## src/rtl/vga_sync_gen_if.sv

```systemverilog
// VGA raster output bundle: syncs, display enable, pixel coordinates, strobes.
// The timing generator drives it; pixel-fetch and colour logic consume it.
interface vga_sync_gen_if #(
    parameter int CW = 10
);

    logic          hsync;
    logic          vsync;
    logic          de;
    logic [CW-1:0] pix_x;
    logic [CW-1:0] pix_y;
    logic          line_start;
    logic          frame_start;

    modport master (
        output hsync,
        output vsync,
        output de,
        output pix_x,
        output pix_y,
        output line_start,
        output frame_start
    );

    modport slave (
        input hsync,
        input vsync,
        input de,
        input pix_x,
        input pix_y,
        input line_start,
        input frame_start
    );

endinterface

```

## src/rtl/vga_sync_gen.sv

```systemverilog
// VGA raster timing generator: h/v counters with a registered decode stage.
// Every output describes the raster position one enabled cycle behind the counters.
module vga_sync_gen #(
    parameter int H_ACTIVE = 640,
    parameter int H_FP     = 16,
    parameter int H_SYNC   = 96,
    parameter int H_BP     = 48,
    parameter int V_ACTIVE = 480,
    parameter int V_FP     = 10,
    parameter int V_SYNC   = 2,
    parameter int V_BP     = 33,
    parameter bit SYNC_POL = 1'b0,
    parameter int CW       = 10
) (
    input  logic           sys_clk,
    input  logic           sys_rst_n,
    input  logic           en,
    vga_sync_gen_if.master vga
);

    localparam int H_TOTAL = H_ACTIVE + H_FP + H_SYNC + H_BP;
    localparam int V_TOTAL = V_ACTIVE + V_FP + V_SYNC + V_BP;

    localparam logic [CW-1:0] H_LAST = CW'(H_TOTAL - 1);
    localparam logic [CW-1:0] V_LAST = CW'(V_TOTAL - 1);
    localparam logic [CW-1:0] H_ACT  = CW'(H_ACTIVE);
    localparam logic [CW-1:0] V_ACT  = CW'(V_ACTIVE);
    localparam logic [CW-1:0] H_SS   = CW'(H_ACTIVE + H_FP);
    localparam logic [CW-1:0] H_SE   = CW'(H_ACTIVE + H_FP + H_SYNC - 1);
    localparam logic [CW-1:0] V_SS   = CW'(V_ACTIVE + V_FP);
    localparam logic [CW-1:0] V_SE   = CW'(V_ACTIVE + V_FP + V_SYNC - 1);

    localparam logic SYNC_ON  = SYNC_POL;
    localparam logic SYNC_OFF = ~SYNC_POL;

    // raster position counters
    logic [CW-1:0] h_cnt;
    logic [CW-1:0] v_cnt;

    // end-of-line / end-of-frame detection
    logic h_last;
    logic v_last;

    // combinational decode of the current position
    logic          hs_d;
    logic          vs_d;
    logic          de_d;
    logic [CW-1:0] x_d;
    logic [CW-1:0] y_d;
    logic          ls_d;
    logic          fs_d;

    // registered outputs
    logic          hs_q;
    logic          vs_q;
    logic          de_q;
    logic [CW-1:0] x_q;
    logic [CW-1:0] y_q;
    logic          ls_q;
    logic          fs_q;

    assign h_last = (h_cnt == H_LAST);
    assign v_last = (v_cnt == V_LAST);

    // advance the raster; v steps only on the last pixel of a line
    always_ff @(posedge sys_clk or negedge sys_rst_n) begin
        if (!sys_rst_n) begin
            h_cnt <= '0;
            v_cnt <= '0;
        end else if (en) begin
            if (h_last) begin
                h_cnt <= '0;
                if (v_last) begin
                    v_cnt <= '0;
                end else begin
                    v_cnt <= v_cnt + 1'b1;
                end
            end else begin
                h_cnt <= h_cnt + 1'b1;
            end
        end
    end

    // decode syncs, active region, coordinates and strobes
    always_comb begin
        hs_d = SYNC_OFF;
        vs_d = SYNC_OFF;
        de_d = 1'b0;
        x_d  = '0;
        y_d  = '0;
        ls_d = 1'b0;
        fs_d = 1'b0;
        if ((h_cnt >= H_SS) && (h_cnt <= H_SE)) begin
            hs_d = SYNC_ON;
        end
        if ((v_cnt >= V_SS) && (v_cnt <= V_SE)) begin
            vs_d = SYNC_ON;
        end
        if ((h_cnt < H_ACT) && (v_cnt < V_ACT)) begin
            de_d = 1'b1;
            x_d  = h_cnt;
            y_d  = v_cnt;
        end
        ls_d = (h_cnt == '0);
        fs_d = (h_cnt == '0) && (v_cnt == '0);
    end

    // register the decode; a dropped enable freezes everything as-is
    always_ff @(posedge sys_clk or negedge sys_rst_n) begin
        if (!sys_rst_n) begin
            hs_q <= SYNC_OFF;
            vs_q <= SYNC_OFF;
            de_q <= 1'b0;
            x_q  <= '0;
            y_q  <= '0;
            ls_q <= 1'b0;
            fs_q <= 1'b0;
        end else if (en) begin
            hs_q <= hs_d;
            vs_q <= vs_d;
            de_q <= de_d;
            x_q  <= x_d;
            y_q  <= y_d;
            ls_q <= ls_d;
            fs_q <= fs_d;
        end
    end

    assign vga.hsync       = hs_q;
    assign vga.vsync       = vs_q;
    assign vga.de          = de_q;
    assign vga.pix_x       = x_q;
    assign vga.pix_y       = y_q;
    assign vga.line_start  = ls_q;
    assign vga.frame_start = fs_q;

endmodule

```

## src/flat_wrapper.sv

```systemverilog
// flat-port wrapper written by rule: the top's interface ports become plain ports
module vga_sync_gen_flat 
#(
    parameter int H_ACTIVE = 640,
    parameter int H_FP     = 16,
    parameter int H_SYNC   = 96,
    parameter int H_BP     = 48,
    parameter int V_ACTIVE = 480,
    parameter int V_FP     = 10,
    parameter int V_SYNC   = 2,
    parameter int V_BP     = 33,
    parameter bit SYNC_POL = 1'b0,
    parameter int CW       = 10
)
  (sys_clk, sys_rst_n, en, vga_hsync, vga_vsync, vga_de, vga_pix_x, vga_pix_y, vga_line_start, vga_frame_start);
  vga_sync_gen_if #(.CW(CW)) vga_i ();
  input  logic sys_clk;
  input  logic sys_rst_n;
  input  logic en;
  output wire logic [$bits(vga_i.hsync)-1:0] vga_hsync;
  output wire logic [$bits(vga_i.vsync)-1:0] vga_vsync;
  output wire logic [$bits(vga_i.de)-1:0] vga_de;
  output wire logic [$bits(vga_i.pix_x)-1:0] vga_pix_x;
  output wire logic [$bits(vga_i.pix_y)-1:0] vga_pix_y;
  output wire logic [$bits(vga_i.line_start)-1:0] vga_line_start;
  output wire logic [$bits(vga_i.frame_start)-1:0] vga_frame_start;
  assign vga_hsync = vga_i.hsync;
  assign vga_vsync = vga_i.vsync;
  assign vga_de = vga_i.de;
  assign vga_pix_x = vga_i.pix_x;
  assign vga_pix_y = vga_i.pix_y;
  assign vga_line_start = vga_i.line_start;
  assign vga_frame_start = vga_i.frame_start;
  vga_sync_gen #(.H_ACTIVE(H_ACTIVE), .H_FP(H_FP), .H_SYNC(H_SYNC), .H_BP(H_BP), .V_ACTIVE(V_ACTIVE), .V_FP(V_FP), .V_SYNC(V_SYNC), .V_BP(V_BP), .SYNC_POL(SYNC_POL), .CW(CW)) u_core (.sys_clk(sys_clk), .sys_rst_n(sys_rst_n), .en(en), .vga(vga_i));
endmodule
```

## config.mk

```make
export PLATFORM = sky130hd
export DESIGN_NAME = vga_sync_gen_flat
export DESIGN_NICKNAME = d
export VERILOG_FILES = /design/src/rtl/vga_sync_gen_if.sv /design/src/rtl/vga_sync_gen.sv /design/src/flat_wrapper.sv
export SDC_FILE = /design/constraint.sdc
export NUM_CORES = 1
export LEC_CHECK = 0
export BUFFER_PORTS_ARGS = -buffer_cell sky130_fd_sc_hd__buf_2
export CELL_PAD_IN_SITES_DETAIL_PLACEMENT = 0
export CELL_PAD_IN_SITES_GLOBAL_PLACEMENT = 2
export CORE_MARGIN = 5
export CORE_UTILIZATION = 36
export CTS_CLUSTER_SIZE = 40
export DETAILED_ROUTE_END_ITERATION = 10
export PLACE_DENSITY = 0.74
export SYNTH_ARGS = -nofsm -noshare
export SYNTH_HDL_FRONTEND = slang
export SYNTH_SLANG_ARGS = --single-unit
```

## constraint.sdc

```tcl
create_clock -name sys_clk -period 2.1 [get_ports sys_clk]
set_input_delay 0.315 -clock sys_clk [delete_from_list [all_inputs] [get_ports sys_clk]]
set_output_delay 0.315 -clock sys_clk [all_outputs]
set_load 0.01 [all_outputs]
```

; Word-level counts from Yosys, hierarchy flattened
; Cells that the tools add are included.
[classes]
bitwise_logic = 0
n_mul = 0
mux = 7
n_addsub = 2
n_shift = 0
order_cmp = 6
n_eq_ne = 2
reduce_logical = 7
div = 0
[ops]
columns = op, n
row1 = 10-bit 2-to-1 mux, 4
row2 = 10-bit by 1-bit adder with 10-bit output (second input constant), 2
row3 = 10-bit == test (second input constant), 2
row4 = 10-bit zero test, 2
row5 = 10-bit greater-or-equal comparator (second input constant), 1
row6 = 10-bit by 9-bit greater-or-equal comparator with 1-bit output (second input constant), 1
row7 = 10-bit less-or-equal comparator (second input constant), 1
row8 = 10-bit by 9-bit less-or-equal comparator with 1-bit output (second input constant), 1
row9 = 10-bit < comparator (second input constant), 1
row10 = 10-bit by 9-bit < comparator with 1-bit output (second input constant), 1
row11 = 1-bit logical AND, 4
row12 = 1-bit 2-to-1 mux, 3
row13 = 2-bit AND reduction, 1
[word_totals]
mem_count = 0
rom_bits = 0
input_bits = 3
out_inout_bits = 25
ramBits = 0
word_cells = 33
latch_bits = 0
ff_bits = 45

; Depth between registers and ports, before layout
[logic_depth]
word_depth = 3
ltp_mapped = 6
depth_no_buf = 6

; Worst setup path before layout
; No wires, ideal clock.
[synth_path]
kind = register to register
start = register u_core.h_cnt[0]
end = register u_core.v_cnt[7]
arrival_time_ps = 1635
path_stages_with_launch = 7
required_time_ps = 1969
slack_ps = 334
synth_period_minus_slack_ps = 1766
setup_ps = 131
n_path_buf = 1
path_cell_list = dfrtp_1 > ha_1 > nand4_4 > or4_1 > buf_2 > o31ai_2 > o31ai_1
[synth_via]
elab_chain_cells = 2
[synth_rtl]
columns = item, line
row1 = "start, declared", vga_sync_gen.sv:37  ; logic [CW-1:0] h_cnt;
row2 = "start signal, assigned", vga_sync_gen.sv:79  ; h_cnt <= h_cnt + 1'b1;
row3 = 10-bit == test, vga_sync_gen.sv:62  ; assign h_last = (h_cnt == H_LAST);
row4 = 2-bit AND reduction (no line), --
row5 = "end signal, assigned", vga_sync_gen.sv:76  ; v_cnt <= v_cnt + 1'b1;
row6 = "end, declared", vga_sync_gen.sv:38  ; logic [CW-1:0] v_cnt;
; No other way between the ends.
; A chain may end at the register's enable or synchronous reset.

; Final worst setup path
; Ends and elaborated chain as after synthesis.

==> flow_summary.json <==
{
  "relSlewSlack": 0.647,
  "layout_common_cells": "dfrtp_1 (43), buf_2 (27), a22o_1 (18), nor2_1 (13), nand3_1 (12)",
  "cts_sinks": 45,
  "place_congestion": 0.811,
  "sw_frac_of_total": 0.303,
  "start_util": 0.371,
  "portBuffers": 27,
  "p_sw_mw": 0.581,
  "clock_path_buffers": 2,
  "path_cells": "ha_1 > nand4_4 > or4_4 > o31ai_2 > o31ai_1",
  "worst-endpoint-arrival_ns": 2.06,
  "maxCapViolCount": 0,
  "numCtsBuffers": 5,
  "syn_area_sq_um": 2050,
  "cellPowerDensity_nw_per_um2": 800,
  "finalSetupViolations": 0,
  "end_kind": "flip-flop",
  "htree_num_levels": 2,
  "ir_drop_mv": 0.394,
  "ys_seq_area_frac": 0.550,
  "cp_max_fo": 7,
  "grt_pass1_vias": 1589,
  "syn_nets": 200,
  "leakage_nw": 1.13,
  "ant_nets": 0,
  "fin_skew_ns": 0.00392,
  "worstMarginPinSlew_ns": 0.530,
  "wl_per_cell_microns": 16.1,
  "avgSynthCellArea_sq_um": 10.7,
  "cts-root-buf": "clkbuf_8",
  "n_antenna_cell": 0,
  "criticalPathCategory": "reg -> reg",
  "final_common_cell": "dfrtp_1",
  "die_area_sq_um": 7310,
  "num_vias": 1567,
  "grt_overflow": 0,
  "fmax_mhz": 530,
  "antenna_found_initial": 0,
  "area_delta_synth_final_pct": 16.8,
  "total_power_mw": 1.92,
  "finalHoldViolations": 0,
  "cp_data_required_time_ns": 2.28,
  "share_seq_of_total_power": 0.553,
  "ys_ff_latch": 45,
  "fin_tns_setup_ns": 0,
  "yosysWarnings": 0,
  "postSynth.asyncResetShare": 1.00,
  "final_cells": 294,
  "power_frac_comb": 0.160,
  "placementRows": 27,
  "synth_cell_types": 39,
  "hp-class": "in -> reg",
  "numPlacedInstances": 285,
  "grt_max_degree": 24,
  "drt_wl_total_microns": 4750,
  "slew_violations": 0,
  "critPathLaunchType": "flip-flop",
  "fin_crit_ns": 1.89,
  "global_route.usage.total": 0.140,
  "p_int_mw": 1.34,
  "clk_latency_ns": 0.30,
  "rsz0062_at_grt": "no",
  "drt_first_iter_violations": 100,
  "dpl.hpwl_microns": 3430,
  "num-nets-final": 229,
  "status": "finished, final reports clean",
  "clkTransAtPathRegs_ns": 0.09,
  "fillers": 540,
  "drc": 0,
  "cp_slowest_stage_delay_ns": 0.56,
  "synthFlopType": "dfrtp_1",
  "finalCritPeriodShare": 0.898,
  "slowest_stage": "or4_4",
  "io_pins": 28,
  "clkPwrFrac": 0.286,
  "first_pass_iters": 5,
  "syn_inst": 192,
  "tritoncts": "done",
  "synth-edff-count": 0,
  "grt_first_pass_wirelength_microns": 8070,
  "core_area_sq_um": 5540,
  "vias_per_cell": 5.33,
  "die_w_microns": 85.5,
  "die_y_microns": 85.5,
  "layout-drive-gt1-share": 0.225
}
==> path summary, 6_finish.rpt <==
path	start	endpoint	slack, ns	cells past startpoint
max	u_core.h_cnt[0]	u_core.v_cnt[7]	0.21	5
min	en	u_core.h_cnt[4]	0.37	3
max reg2reg	u_core.h_cnt[0]	u_core.v_cnt[7]	0.21	5
min reg2reg	u_core.vga.de	u_core.vga.de	0.48	1
max in group asynchronous	sys_rst_n	u_core.vga.vsync	0.99	3
min in group asynchronous	sys_rst_n	u_core.vga.pix_x[2]	0.53	2
==> critical path, delay by kind of cell (launching register included) <==
kind | cells | cell delay [ns]
and+or+nand+nor | 2 | 0.70
AOI/OAI and AO/OA | 2 | 0.38
adders and majority gates | 1 | 0.27
DFF | 1 | 0.42
==> cell usage after synthesis (all sizes together), types with 2 or more instances <==
master,number,share of area
o31ai,6,0.024
buf,7,0.017
and3,4,0.012
dfstp,2,0.026
a31oi,3,0.0091
nor4b,3,0.013
nand3,12,0.029
a21oi,5,0.012
clkbuf,8,0.015
dfrtp,43,0.52
nand2,11,0.020
ha,5,0.030
xnor2,4,0.017
a22o,18,0.077
nor3,3,0.0073
nand4,6,0.026
o21ai,11,0.027
nor2,13,0.024
and4,2,0.0091
inv,8,0.015
or3,2,0.0061
xor2,2,0.0085
==> flip-flops by register name (all words and copies together) (netlist names) <==
| register | cells |
|---|---|
| u_core.v_cnt | 10 |
| u_core.vga.de | 1 |
| u_core.vga.vsync | 1 |
| u_core.vga.line_start | 1 |
| u_core.vga.hsync | 1 |
| u_core.vga.frame_start | 1 |
| u_core.vga.pix_x | 10 |
| u_core.h_cnt | 10 |
| u_core.vga.pix_y | 10 |
==> power by group through the flow <==
stage	logic [mW]	clock network, mW	registers (mW)
2_1_floorplan	0.204	0	1.05
3_3_place_gp	0.306	0	1.08
3_5_place_dp	0.310	0	1.08
4_1_cts	0.313	0.569	1.06
5_1_grt	0.347	0.602	1.08
6_report	0.308	0.548	1.06
==> cell type report <==
type	instances	area, sq um	area share
Clock buffer	5	68.8	0.0287
Tap cell	72	90.1	0.0376
Clock inverter	3	21.3	0.00887
Sequential cell	45	1130	0.471
Inverter	8	30.0	0.0125
Timing Repair Buffer	37	225	0.0939
Multi-Input combinational cell	124	833	0.348
==> what timing repair did <==
| action | in CTS | in global routing |
|---|---|---|
| resized for setup | 0 | 1 |
| hold buffers | 1 | 0 |
| endpoints found under the setup margin | 0 | 1 |
| setup buffers | 0 | 0 |
| endpoints found under the hold margin | 22 | 0 |
==> routing by layer <==
metal	part of all wire	GRT usage
met5	0	0
met2	0.46	0.208
met3	0.056	0.0327
met1	0.47	0.199
met4	0.0097	0.0489
==> kinds of logic (layout without fill, tap and decap cells) <==
| logic type | count (synthesis) | in the layout | synth area share |
|---|---|---|---|
| simple gates | 63 | 63 | 0.170 |
| compound gates | 49 | 49 | 0.173 |
| flops | 45 | 45 | 0.550 |
| buf+inv | 23 | 53 | 0.0463 |
| xor+xnor | 6 | 6 | 0.0256 |
| fa+ha+maj | 5 | 5 | 0.0305 |
| mux | 1 | 1 | 0.00488 |
==> stage by stage <==
stage           util  instance area [sq um]  setup WS [ns]  hold WS (ns)
6_report       0.433                   2400          0.214         0.370
5_1_grt        0.433                   2400        0.00832         0.378
3_5_place_dp   0.414                   2290          0.148         0.323
2_1_floorplan      -                   2050          0.334        0.0194
4_1_cts        0.432                   2390         0.0986         0.364
3_3_place_gp   0.414                   2290          0.230         0.311
Note: power is estimated with default switching activity, not from simulation.
